`config.mk`:
```
export PLATFORM = sky130hd
export DESIGN_NAME = regfile_write_arbiter
export DESIGN_NICKNAME = d
export VERILOG_FILES = /design/src/rtl/regfile_write_arbiter.sv
export SDC_FILE = /design/constraint.sdc
export NUM_CORES = 1
export LEC_CHECK = 0
export BUFFER_PORTS_ARGS = -buffer_cell sky130_fd_sc_hd__buf_2
export CORE_MARGIN = 4
export CORE_UTILIZATION = 55
export CTS_CLUSTER_DIAMETER = 30
export CTS_CLUSTER_SIZE = 25
export DETAILED_ROUTE_END_ITERATION = 7
export GPL_TIMING_DRIVEN = 0
export PLACE_DENSITY = 0.88
export SETUP_SLACK_MARGIN = 0.3
export SLEW_MARGIN = 20
export SYNTH_ARGS = -nofsm -noshare
export SYNTH_HDL_FRONTEND = slang
export SYNTH_SLANG_ARGS = --single-unit
```
`constraint.sdc`:
```
create_clock -name clk -period 3.4 [get_ports clk]
set_input_delay 0.17 -clock clk [delete_from_list [all_inputs] [get_ports clk]]
set_output_delay 0.17 -clock clk [all_outputs]
set_load 0.1 [all_outputs]
```
`src/rtl/regfile_write_arbiter.sv`:
```
// Register-file write-port arbiter: two writeback producers feed per-port FIFOs,
// and a round-robin grant drains the FIFO heads into a registered write port.
module regfile_write_arbiter #(
    parameter int DEPTH = 2
) (
    input  logic        clk,
    input  logic        rst,
    input  logic        req0_valid,
    output logic        req0_ready,
    input  logic [4:0]  req0_addr,
    input  logic [31:0] req0_data,
    input  logic        req1_valid,
    output logic        req1_ready,
    input  logic [4:0]  req1_addr,
    input  logic [31:0] req1_data,
    output logic        wr_ena,
    output logic [4:0]  wr_addr,
    output logic [31:0] wr_data,
    output logic        idle
);

    localparam int PW = $clog2(DEPTH);
    localparam int CW = PW + 1;
    localparam int EW = 37;

    logic [EW-1:0] mem_q  [2][DEPTH];
    logic [EW-1:0] mem_d  [2][DEPTH];
    logic [PW-1:0] wptr_q [2];
    logic [PW-1:0] wptr_d [2];
    logic [PW-1:0] rptr_q [2];
    logic [PW-1:0] rptr_d [2];
    logic [CW-1:0] cnt_q  [2];
    logic [CW-1:0] cnt_d  [2];

    logic          last_grant_q;
    logic          last_grant_d;
    logic          wr_ena_q;
    logic          wr_ena_d;
    logic [4:0]    wr_addr_q;
    logic [4:0]    wr_addr_d;
    logic [31:0]   wr_data_q;
    logic [31:0]   wr_data_d;

    logic [1:0]    valid_s;
    logic [1:0]    full_s;
    logic [1:0]    empty_s;
    logic [1:0]    ready_s;
    logic [1:0]    push_s;
    logic [1:0]    pop_s;
    logic [4:0]    addr_s [2];
    logic [31:0]   data_s [2];
    logic          grant_vld_s;
    logic          grant_idx_s;
    logic [EW-1:0] head_s;

    // Per-port FIFO status and accepted-transfer detection (x00 writes never enqueue)
    always_comb begin
        valid_s   = {req1_valid, req0_valid};
        addr_s[0] = req0_addr;
        addr_s[1] = req1_addr;
        data_s[0] = req0_data;
        data_s[1] = req1_data;
        full_s    = 2'b00;
        empty_s   = 2'b00;
        ready_s   = 2'b00;
        push_s    = 2'b00;
        for (int p = 0; p < 2; p++) begin
            full_s[p]  = (cnt_q[p] == CW'(DEPTH));
            empty_s[p] = (cnt_q[p] == {CW{1'b0}});
            ready_s[p] = !full_s[p] && !rst;
            push_s[p]  = valid_s[p] && ready_s[p] && (addr_s[p] != 5'd0);
        end
    end

    // Round-robin grant over the FIFO heads; on a tie the port that did not win last goes
    always_comb begin
        grant_vld_s = 1'b0;
        grant_idx_s = 1'b0;
        if (!empty_s[0] && !empty_s[1]) begin
            grant_vld_s = 1'b1;
            grant_idx_s = ~last_grant_q;
        end else if (!empty_s[0]) begin
            grant_vld_s = 1'b1;
            grant_idx_s = 1'b0;
        end else if (!empty_s[1]) begin
            grant_vld_s = 1'b1;
            grant_idx_s = 1'b1;
        end else begin
            grant_vld_s = 1'b0;
            grant_idx_s = 1'b0;
        end
        pop_s        = {grant_vld_s && grant_idx_s, grant_vld_s && !grant_idx_s};
        last_grant_d = grant_vld_s ? grant_idx_s : last_grant_q;
        head_s       = mem_q[grant_idx_s][rptr_q[grant_idx_s]];
    end

    // FIFO next state: storage write, pointer advance (wraps naturally) and occupancy
    always_comb begin
        for (int p = 0; p < 2; p++) begin
            for (int i = 0; i < DEPTH; i++) begin
                mem_d[p][i] = mem_q[p][i];
            end
            wptr_d[p] = wptr_q[p];
            rptr_d[p] = rptr_q[p];
            cnt_d[p]  = cnt_q[p];
            if (push_s[p]) begin
                mem_d[p][wptr_q[p]] = {addr_s[p], data_s[p]};
                wptr_d[p]           = wptr_q[p] + PW'(1);
            end else begin
                wptr_d[p] = wptr_q[p];
            end
            if (pop_s[p]) begin
                rptr_d[p] = rptr_q[p] + PW'(1);
            end else begin
                rptr_d[p] = rptr_q[p];
            end
            case ({push_s[p], pop_s[p]})
                2'b10:   cnt_d[p] = cnt_q[p] + CW'(1);
                2'b01:   cnt_d[p] = cnt_q[p] - CW'(1);
                default: cnt_d[p] = cnt_q[p];
            endcase
        end
    end

    // Output stage: a granted head becomes next cycle's write; address/data hold otherwise
    always_comb begin
        wr_ena_d = grant_vld_s;
        if (grant_vld_s) begin
            wr_addr_d = head_s[36:32];
            wr_data_d = head_s[31:0];
        end else begin
            wr_addr_d = wr_addr_q;
            wr_data_d = wr_data_q;
        end
    end

    // Control state registers; reset discards queued entries and rearms port 0 for the first tie
    always_ff @(posedge clk) begin
        if (rst) begin
            for (int p = 0; p < 2; p++) begin
                wptr_q[p] <= {PW{1'b0}};
                rptr_q[p] <= {PW{1'b0}};
                cnt_q[p]  <= {CW{1'b0}};
            end
            last_grant_q <= 1'b1;
            wr_ena_q     <= 1'b0;
            wr_addr_q    <= 5'd0;
            wr_data_q    <= 32'd0;
        end else begin
            for (int p = 0; p < 2; p++) begin
                wptr_q[p] <= wptr_d[p];
                rptr_q[p] <= rptr_d[p];
                cnt_q[p]  <= cnt_d[p];
            end
            last_grant_q <= last_grant_d;
            wr_ena_q     <= wr_ena_d;
            wr_addr_q    <= wr_addr_d;
            wr_data_q    <= wr_data_d;
        end
    end

    // FIFO storage; contents are only meaningful behind the count, so no reset is needed
    always_ff @(posedge clk) begin
        for (int p = 0; p < 2; p++) begin
            for (int i = 0; i < DEPTH; i++) begin
                mem_q[p][i] <= mem_d[p][i];
            end
        end
    end

    assign req0_ready = ready_s[0];
    assign req1_ready = ready_s[1];
    assign wr_ena     = wr_ena_q;
    assign wr_addr    = wr_addr_q;
    assign wr_data    = wr_data_q;
    assign idle       = (cnt_q[0] == {CW{1'b0}}) && (cnt_q[1] == {CW{1'b0}}) && !wr_ena_q;

endmodule
```
==> metrics.log <==
[metrics] number of fill cells: 758
[metrics] Clock transition at path regs: 70 ps
[metrics] post-layout worst setup margin: 819 ps
[metrics] clk_lat worst skew: 430 ps
[metrics] number of flops mapped to enable cells by yosys: between 100 and 150
[metrics] number of resized instances in the post-cts repair step: 0
[metrics] global-route congestion overflow total: 0
[metrics] pre-CTS WS: 1030 ps
[metrics] Post-DP HPWL: roughly 9600 µm
[metrics] synthesized netlist net count: slightly below 500
[metrics] maxcap violations: 0
[metrics] synthesis-stage register bit count: just under 200
[metrics] ranking of synthesized cells by area: sky130_fd_sc_hd__edfxtp_1 (62%), sky130_fd_sc_hd__dfxtp_1 (13%), sky130_fd_sc_hd__mux2_2 (5.8%)
[metrics] share of the core filled with cells in the final layout: roughly three quarters
[metrics] outcome: complete, no violations
[metrics] Placer Congestion: approximately 0.78
[metrics] core region area: about 13000 µm²
[metrics] H-tree levels: 4
[metrics] total area of sequential cells: about 5400 µm²
[metrics] minimum clock period: 2580 ps
[metrics] portion of the clock cycle consumed by the worst path in the final layout: between 70% and 80%
[metrics] Max Buffers Root-to-Sink: 2
[metrics] count of distinct cell types in the synthesized netlist: 26
[metrics] die boundary height: ~120 µm
[metrics] clock tree from TritonCTS: done
[metrics] global-route wire length before repair: 24800 µm
[metrics] # setup viols final: 0
[metrics] routed wire length: ~16000 µm
[metrics] residual antenna-violating net count after detailed routing: 0
[metrics] post-synthesis sequential area ratio: 75.3%
[metrics] maximum fanout count along the critical path: 4
[metrics] detailed-route vias per instance: 5.43
[metrics] setup slack of the most critical reg-to-reg path: 1150 ps
[metrics] clock root buffer master: sky130_fd_sc_hd__clkbuf_16
[metrics] Post-synth top cells: sky130_fd_sc_hd__edfxtp_1 (148), sky130_fd_sc_hd__nor2_1 (48), sky130_fd_sc_hd__dfxtp_1 (47), sky130_fd_sc_hd__mux2i_1 (39), sky130_fd_sc_hd__mux2_2 (37)
[metrics] # IOs: 119
[metrics] leakage power summed over all cells: about 3.5 nW
[metrics] pin slew with the least headroom to its limit: roughly 940 ps
[metrics] die width: around 120 µm
[metrics] clock sink count: 195
[metrics] Post-Route Skew: 14.0 ps
[metrics] number of buffers created by CTS: 17
[metrics] RSZ-0062 raised after global routing: false
[metrics] synthesized area per cell: about 17 µm²
[metrics] number of global-route vias before repair: around 4800
[metrics] fraction of synthesized cell area taken by the top area cell type: between 60% and 70%
[metrics] first-pass iteration count of the detailed router: 5
[metrics] fraction of registers with async set or reset after synthesis: 0%
[metrics] worst min-delay path class: in -> reg
[metrics] Final Slew Violations: 0
[metrics] Required @ worst endpoint: between 3000 and 4000 ps
[metrics] maximum number of pins on one net before global-route repair: 24
[metrics] achievable frequency: 387 MHz
[metrics] Port Buffer Count: approximately 120
[metrics] share of layout cells above drive strength 1: a little under two fifths
[metrics] multi-input combinational cell area: 1660 µm²
[metrics] PD cells: roughly 920 nW/µm²
[metrics] arrival time of the worst setup path: approximately 2900 ps
[metrics] site row count: 41
[metrics] Post-layout nets: 708
[metrics] number of antenna violations at the first check in global routing: 0
[metrics] biggest area consumer among synthesized cells: sky130_fd_sc_hd__edfxtp_1
[metrics] instance count of the mapped netlist: 414
[metrics] average routed wire per standard cell: between 15 and 20 µm
[metrics] ANT cells: 0
[metrics] IR Drop Worst-Case VDD: ~0.99 mV
[metrics] worst-case headroom to the max-slew limit: about 38%
[metrics] Starting DRT DRC Count: between 200 and 250
[metrics] path type of the worst setup path: in -> reg
[metrics] Total Routing Usage GR: 22.9%
[metrics] vias post-DR: ~4400
[metrics] initial core utilization: a little under three fifths
[metrics] number of setup buffers added after CTS: 0
[metrics] critical path launch point type: primary input
[metrics] Warnings, synthesis: 0
[metrics] top-count cell post-synth: sky130_fd_sc_hd__edfxtp_1
[metrics] summed instance area of the synthesized netlist: a little over 7000 µm²
[metrics] setup tns final: 0 ps
[metrics] PnR Total Power: around 8.6 mW
[metrics] crit end category: flip-flop
[metrics] remaining routing DRC violations: 0
[metrics] commonest register cell after synthesis: sky130_fd_sc_hd__edfxtp_1
[metrics] area enclosed by the die boundary: around 15000 µm²
[metrics] post-synthesis to final-layout area growth: 31.3%
[metrics] final number of hold-violating endpoints: 0
[registers in the layout (all words and copies together) (netlist names)]
signal and count:
cnt_q 4, wr_ena 1, mem_q 148, wptr_q 2, wr_data 32, wr_addr 5
rptr_q 2, last_grant_q 1
[layer usage]
| metal | track usage [%] | vias up | routed length [µm] |
|---|---|---|---|
| met5 | 0 | - | 0 |
| met4 | 11.1 | 0 | 439 |
| met3 | 5.11 | 36 | 957 |
| met2 | 40.0 | 178 | 8480 |
| met1 | 26.8 | 2166 | 6280 |
| li1 | - | 2032 | - |
[final cells by class]
cell class              count  share of cell area, %
multi-input cells         193                   17.6
well taps                 172                   2.29
repair buffers            195                   15.1
clock inverters            11                   1.20
plain buffers              21                   1.40
clock buffers              21                   4.80
flip-flops and latches    195                   57.3
inverters                   5                  0.200
[critical path, cell delays in order]
cell                            delay, ps
sky130_fd_sc_hd__dlygate4sd3_1        540
sky130_fd_sc_hd__buf_2                160
sky130_fd_sc_hd__or4_1                560
sky130_fd_sc_hd__o211ai_1             600
sky130_fd_sc_hd__ha_1                 400
sky130_fd_sc_hd__or3_1                350
sky130_fd_sc_hd__a21oi_1              150
[per-stage QoR]
| stage | instances | hold WS, ps | instance area, µm² |
|---|---|---|---|
| finish | 813 | 298 | 9390 |
| floorplan | 414 | 269 | 7170 |
| global placement | 703 | 357 | 7970 |
| CTS | 813 | 284 | 9390 |
| detailed placement | 707 | 362 | 8090 |
| global route | 813 | 312 | 9390 |
[layout by cell type (no fill, tap or decap), drive strengths merged]
| cell | n |
|---|---|
| mux2 | 37 |
| bufinv | 2 |
| or3 | 3 |
| dfxtp | 47 |
| nand2 | 1 |
| nor2 | 51 |
| a21oi | 5 |
| clkbuf | 25 |
| dlygate4sd3 | 74 |
| o21bai | 1 |
| clkinvlp | 2 |
| edfxtp | 148 |
| ha | 2 |
| or4 | 2 |
| nand2b | 2 |
| inv | 5 |
| a221o | 37 |
| o21ai | 2 |
| xor2 | 3 |
| o211ai | 2 |
| buf | 138 |
| o22ai | 1 |
| o21a | 1 |
| mux2i | 39 |
| xnor2 | 3 |
| nor3 | 1 |
| clkinv | 7 |
[worst paths after layout]
kind                                  from                         to  cells past startpoint
hold reg to reg    wr_data[5]$_SDFFE_PP0N_    wr_data[5]$_SDFFE_PP0N_                      1
setup / recovery              req1_addr[3]   cnt_q[0][3]$_SDFFE_PP0P_                      7
hold / removal                  req0_valid  wptr_q[0][0]$_SDFFE_PP0N_                      3
setup reg to reg  cnt_q[0][2]$_SDFFE_PP0P_     mem_q[1][17]$_DFFE_PP_                      5
[where the power goes]
group          leakage (nW)  switching (mW)  internal, mW
registers              1.74           0.193          2.99
logic                  1.52            2.58         0.960
clock network         0.274           0.826          1.09
total                  3.53            3.60          5.04
[cell families (layout without fill, tap and decap cells)]
kind of cell | after synthesis | in the layout | synth area share [%]
mux | 76 | 76 | 11.3
buf+inv | 26 | 253 | 2.10
flops | 195 | 195 | 75.3
fa+ha+maj | 2 | 2 | 0.350
simple gates | 60 | 60 | 3.55
xor+xnor | 6 | 6 | 0.735
compound gates | 49 | 49 | 6.70
[what timing repair did]
item | 4_1_cts | 5_1_grt
hold buffers | 74 | 0
endpoints found under the hold margin | 148 | 0
endpoints found under the setup margin | 0 | 0
No activity file was read; power rests on OpenSTA's default activity.
